**src/rtl/serializador_patron.sv**
```systemverilog
// serializador_patron
// Captures a WIDTH-bit pattern from the switches on a start request and
// streams it MSB-first on x, holding each bit for DIV clock cycles so the
// downstream sequence detector sees every bit for a known number of cycles.
// The pattern can be sent once or repeated back-to-back (loop_en).
//
// Ports:
//   clk      - system clock, rising edge
//   rst      - asynchronous active-low reset (0 = reset)
//   start    - request to capture pattern and begin; only looked at in IDLE
//   stop     - abort the current transmission; looked at every cycle
//   loop_en  - 1 = restart the pattern right after its last bit
//   pattern  - WIDTH-bit pattern, captured only when start is accepted
//   x        - registered serial output
//   bit_tick - one-cycle pulse in the last cycle of every bit period
//   busy     - high while a pattern is being shifted out
//   done     - one-cycle pulse after a complete pattern has been emitted
module serializador_patron #(
    parameter int WIDTH = 8,
    parameter int DIV   = 25000000
) (
    input  logic             clk,
    input  logic             rst,
    input  logic             start,
    input  logic             stop,
    input  logic             loop_en,
    input  logic [WIDTH-1:0] pattern,
    output logic             x,
    output logic             bit_tick,
    output logic             busy,
    output logic             done
);

    localparam int CW = $clog2(DIV + 1);
    localparam int BW = $clog2(WIDTH + 1);
    localparam logic [CW-1:0] LAST_COUNT = CW'(DIV - 1);
    localparam logic [BW-1:0] FULL_BITS  = BW'(WIDTH);
    localparam logic [BW-1:0] ONE_BIT    = BW'(1);

    typedef enum logic {
        IDLE,
        SHIFT
    } state_t;

    state_t           state_q, state_d;
    logic [WIDTH-1:0] shift_q, shift_d;
    logic [WIDTH-1:0] saved_q, saved_d;
    logic [CW-1:0]    presc_q, presc_d;
    logic [BW-1:0]    bits_q, bits_d;
    logic             x_q, x_d;
    logic             busy_q, busy_d;
    logic             done_q, done_d;
    logic             tick_q, tick_d;

    always_ff @(posedge clk or negedge rst) begin
        if (!rst) begin
            state_q <= IDLE;
            shift_q <= '0;
            saved_q <= '0;
            presc_q <= '0;
            bits_q  <= '0;
            x_q     <= 1'b0;
            busy_q  <= 1'b0;
            done_q  <= 1'b0;
            tick_q  <= 1'b0;
        end else begin
            state_q <= state_d;
            shift_q <= shift_d;
            saved_q <= saved_d;
            presc_q <= presc_d;
            bits_q  <= bits_d;
            x_q     <= x_d;
            busy_q  <= busy_d;
            done_q  <= done_d;
            tick_q  <= tick_d;
        end
    end

    // Next-state logic. Every output is computed one cycle ahead so that the
    // registered copy lines up with the prescaler value it describes.
    always_comb begin
        state_d = state_q;
        shift_d = shift_q;
        saved_d = saved_q;
        presc_d = presc_q;
        bits_d  = bits_q;
        x_d     = x_q;
        busy_d  = busy_q;
        done_d  = 1'b0;

        case (state_q)
            IDLE: begin
                x_d    = 1'b0;
                busy_d = 1'b0;
                // stop beats start so a stuck abort switch keeps us idle
                if (start && !stop) begin
                    state_d = SHIFT;
                    saved_d = pattern;
                    shift_d = pattern;
                    x_d     = pattern[WIDTH-1];
                    busy_d  = 1'b1;
                    presc_d = '0;
                    bits_d  = FULL_BITS;
                end
            end

            SHIFT: begin
                if (stop) begin
                    state_d = IDLE;
                    x_d     = 1'b0;
                    busy_d  = 1'b0;
                    presc_d = '0;
                end else if (presc_q == LAST_COUNT) begin
                    presc_d = '0;
                    if (bits_q > ONE_BIT) begin
                        // shift_q[WIDTH-2] is the bit that becomes the MSB
                        shift_d = shift_q << 1;
                        x_d     = shift_q[WIDTH-2];
                        bits_d  = bits_q - ONE_BIT;
                    end else begin
                        done_d = 1'b1;
                        if (loop_en) begin
                            // reload without a gap so the stream is continuous
                            shift_d = saved_q;
                            x_d     = saved_q[WIDTH-1];
                            bits_d  = FULL_BITS;
                        end else begin
                            state_d = IDLE;
                            x_d     = 1'b0;
                            busy_d  = 1'b0;
                            bits_d  = '0;
                        end
                    end
                end else begin
                    presc_d = presc_q + CW'(1);
                end
            end

            default: begin
                state_d = IDLE;
                x_d     = 1'b0;
                busy_d  = 1'b0;
            end
        endcase
    end

    // bit_tick marks the cycle in which the prescaler will sit at its last
    // count; with DIV=1 that is every busy cycle.
    always_comb begin
        tick_d = (state_d == SHIFT) && (presc_d == LAST_COUNT);
    end

    assign x        = x_q;
    assign bit_tick = tick_q;
    assign busy     = busy_q;
    assign done     = done_q;

endmodule

```
**config.mk**
```make
export PLATFORM = sky130hd
export DESIGN_NAME = serializador_patron
export DESIGN_NICKNAME = d
export VERILOG_FILES = /design/src/rtl/serializador_patron.sv
export SDC_FILE = /design/constraint.sdc
export NUM_CORES = 1
export LEC_CHECK = 0
export ABC_AREA = 1
export CAP_MARGIN = 25
export CELL_PAD_IN_SITES_DETAIL_PLACEMENT = 1
export CELL_PAD_IN_SITES_GLOBAL_PLACEMENT = 1
export CORE_ASPECT_RATIO = 0.5
export CORE_MARGIN = 4
export CORE_UTILIZATION = 43
export CTS_CLUSTER_DIAMETER = 40
export DETAILED_ROUTE_END_ITERATION = 16
export HOLD_SLACK_MARGIN = 0.06
export PLACE_DENSITY_LB_ADDON = 0.1
export SLEW_MARGIN = 20
export SYNTH_ARGS = -nofsm -noshare
export SYNTH_HDL_FRONTEND = slang
export SYNTH_SLANG_ARGS = --single-unit
```
**constraint.sdc**
```tcl
create_clock -name clk -period 2 [get_ports clk]
set_clock_uncertainty 0.05 [all_clocks]
set_input_delay 0.5 -clock clk [delete_from_list [all_inputs] [get_ports clk]]
set_output_delay 0.5 -clock clk [all_outputs]
set_load 0.01 [all_outputs]
```
==> results.md <==
- Area after DPL: 3595 µm²
- PD cells: 900.8 nW/µm²
- Placer Congestion: 0.8823
- Sum of negative setup slack: 0 ps
- Clock slew at reported path FFs: 70 ps
- Fill cells: 893
- DP Worst Slack: -354.0 ps
- Die Span X: 127.0 µm
- Crit path max fanout: 4
- Post-synthesis sequential area ratio: 40.26%
- Reg area: 1231 µm²
- CP Data Required Time: 2180 ps
- CP startpoint kind: register
- CTS hold repair buffers: 0
- Max Fclk: 0.5052 GHz
- Util after Layout: 56.72%
- Max Root-Sink Buffers: 2
- Area of the multi-input gates: 1580 µm²
- Post-Syn Nets: 453
- Gate Count Post-Synth: 437
- RSZ-0062 raised after global routing: true
- Initial Util: 44.92%
- Slew @ Worst Pin: 291.6 ps
- Synth Area per Inst: 6.969 µm²
- Crit. End Element: register
- Setup violators final: 0
- Initial DRT Pass Iterations: 4
- #FFs+latches synth: 49
- Tcrit/Tclk final: 98.97%
- Yosys cell types: 31
- Placed insts: 575
- Average vias per placed instance: 5.209
- Ant diodes: 0
- Initial antenna violation count: 0
- DRC: 0
- Hold Crit Class: in -> async
- Status: completed
- Post-Layout Inst Area: 3845 µm²
- Die area: 8575 µm²
- Core Region: 6779 µm²
- Mapped Area: 3045 µm²
- Final net count: 511
- Area delta synth->final: 26.25%
- Io pins: 17
- Post-route ant nets: 0
- Port bufs: 16
- Fin. max-slew vios: 0
- Die height: 67.51 µm
- Synth Warn #: 0
- Peak supply drop: 0.6014 mV
- WL final: 9479 µm
- Worst setup margin: 20.57 ps
- Most frequent cells in the layout: nand2_1, inv_1, dfrtp_1
- Non-filler cells, final: 588
- All-Layer GR Usage: 24.33%
- Maximum Capacitance Violations: 0
- Max_slew headroom: 80.36%
- Root Driver: clkbuf_16
- Hpwl dp: 7167 µm
- H-Tree Depth: 2
- Leak: 1.849 nW
- FF-to-FF setup slack: 20 ps
- Inserted Clock Buffers: 5
- Number of global-route vias before repair: 3,291
- Num rows: 21
- Kind of critical path: reg -> reg
- Worst EP arrival: 2160 ps
- Layout cells sized above 1: 20.97%
- Final Hold Violating Endpoints: 0
- GRT overflow: 0
- Largest net degree at the start of global routing: 50
- Mean routed wirelength per cell: 16.12 µm
- Via count: 3,063
- Clock tree from TritonCTS: done
- Commonest non-fill, non-tap cell in the layout: nand2_1
- CTS Sinks: 49
- First-pass GRT wire length: 16,290 µm
- Tmin final: 1979 ps
- Skew-Pair Late Insertion Delay: 300 ps
- DRT iter0 DRCs: 156
## metrics by stage
| step | hold slack [ps] | power (W) |
|---|---|---|
| 2_1_floorplan | 154.4 | 0.002024 |
| 3_3_place_gp | 406.6 | 0.002441 |
| 3_5_place_dp | 419.3 | 0.002522 |
| 4_1_cts | 146.3 | 0.003463 |
| 5_1_grt | 165.4 | 0.003729 |
| 6_report | 118.0 | 0.003463 |
## synthesized netlist by cell type
| cell | instances | area [µm²] |
|---|---|---|
| a21oi_1 | 7 | 35.03 |
| a31oi_1 | 2 | 12.51 |
| a41oi_1 | 1 | 8.760 |
| buf_2 | 2 | 10.01 |
| buf_4 | 2 | 15.01 |
| buf_6 | 1 | 11.26 |
| clkbuf_1 | 4 | 15.01 |
| clkinv_2 | 1 | 5.000 |
| dfrtp_1 | 49 | 1226 |
| ha_1 | 3 | 37.54 |
| inv_1 | 53 | 198.9 |
| inv_2 | 9 | 33.78 |
| nand2_1 | 125 | 469.2 |
| nand2_2 | 6 | 37.54 |
| nand2_4 | 2 | 22.52 |
| nand3_1 | 40 | 200.2 |
| nand3_2 | 2 | 20.02 |
| nand3b_1 | 3 | 22.52 |
| nand4_1 | 10 | 62.56 |
| nor2_1 | 50 | 187.7 |
| nor2_2 | 2 | 12.51 |
| nor2_4 | 6 | 67.56 |
| nor3_1 | 4 | 20.02 |
| o21a_1 | 1 | 7.510 |
| o21ai_0 | 31 | 155.2 |
| o21ai_1 | 7 | 35.03 |
| o21ai_2 | 4 | 35.03 |
| o21bai_1 | 2 | 15.01 |
| o22ai_1 | 3 | 18.77 |
| o31ai_2 | 1 | 12.51 |
| xor2_1 | 4 | 35.03 |
## area by class of cell
class                           instances  share of cell area, %
Multi-Input combinational cell        316                  41.10
Sequential cell                        49                  32.02
Timing Repair Buffer                   60                  13.67
Inverter                               63                  6.183
Clock buffer                            6                  3.612
Tap cell                               92                  2.994
Clock inverter                          2                 0.4230
## layer usage
| layer | vias to the layer above | part of all wire (%) | track usage [%] |
|---|---|---|---|
| li1 | 1511 | - | - |
| met1 | 1500 | 47 | 30.94 |
| met2 | 41 | 49 | 44.01 |
| met3 | 11 | 2.8 | 3.870 |
| met4 | 0 | 1.5 | 6.417 |
| met5 | - | 0 | 0 |
## power breakdown
group          switching (W)  internal [W]
Combinational       0.000672      0.000500
Sequential          0.000149       0.00122
Clock               0.000415      0.000504
## cell families after synthesis
kind of cell | share of synthesized area [%]
AO/OA/AOI/OAI | 11.01
XOR/XNOR | 1.150
adder cells (fa/ha/maj) | 1.233
buffers and inverters | 9.490
flip-flops | 40.26
AND/OR/NAND/NOR | 36.85
## worst paths after layout
kind | depth (start not counted) | end | start
max reg2reg | 12 | bit_tick | presc_q[0]
min reg2reg | 2 | saved_q[1] | saved_q[1]
max | 12 | bit_tick | presc_q[0]
max in group asynchronous | 2 | presc_q[4] | rst
min in group clk | 2 | saved_q[1] | saved_q[1]
min | 2 | presc_q[15] | rst
## worst max-delay path, cell delays in order, from the launching register on
cell      delay (ps)
dfrtp_1          360
ha_2             210
nand2_4           80
nor2_4           180
buf_4            140
nand3b_1         140
nand2_1          100
nand4_1          110
nand2_1          110
nand2_1           70
nor2_2           160
nand3_1          100
nor2_1           100
## what timing repair did
action	4_1_cts	5_1_grt
hold endpoints to repair	0	0
gates resized for setup	11	14
pin swaps	3	6
endpoints found under the setup margin	1	12
setup buffers	3	2
## registers in the layout, indices dropped and copies added, names as in the netlist
register  flops
shift_q       7
done          1
bits_q        4
bit_tick      1
x             1
busy          1
presc_q      25
saved_q       8
state_q       1
(Power assumes the default switching activity.)
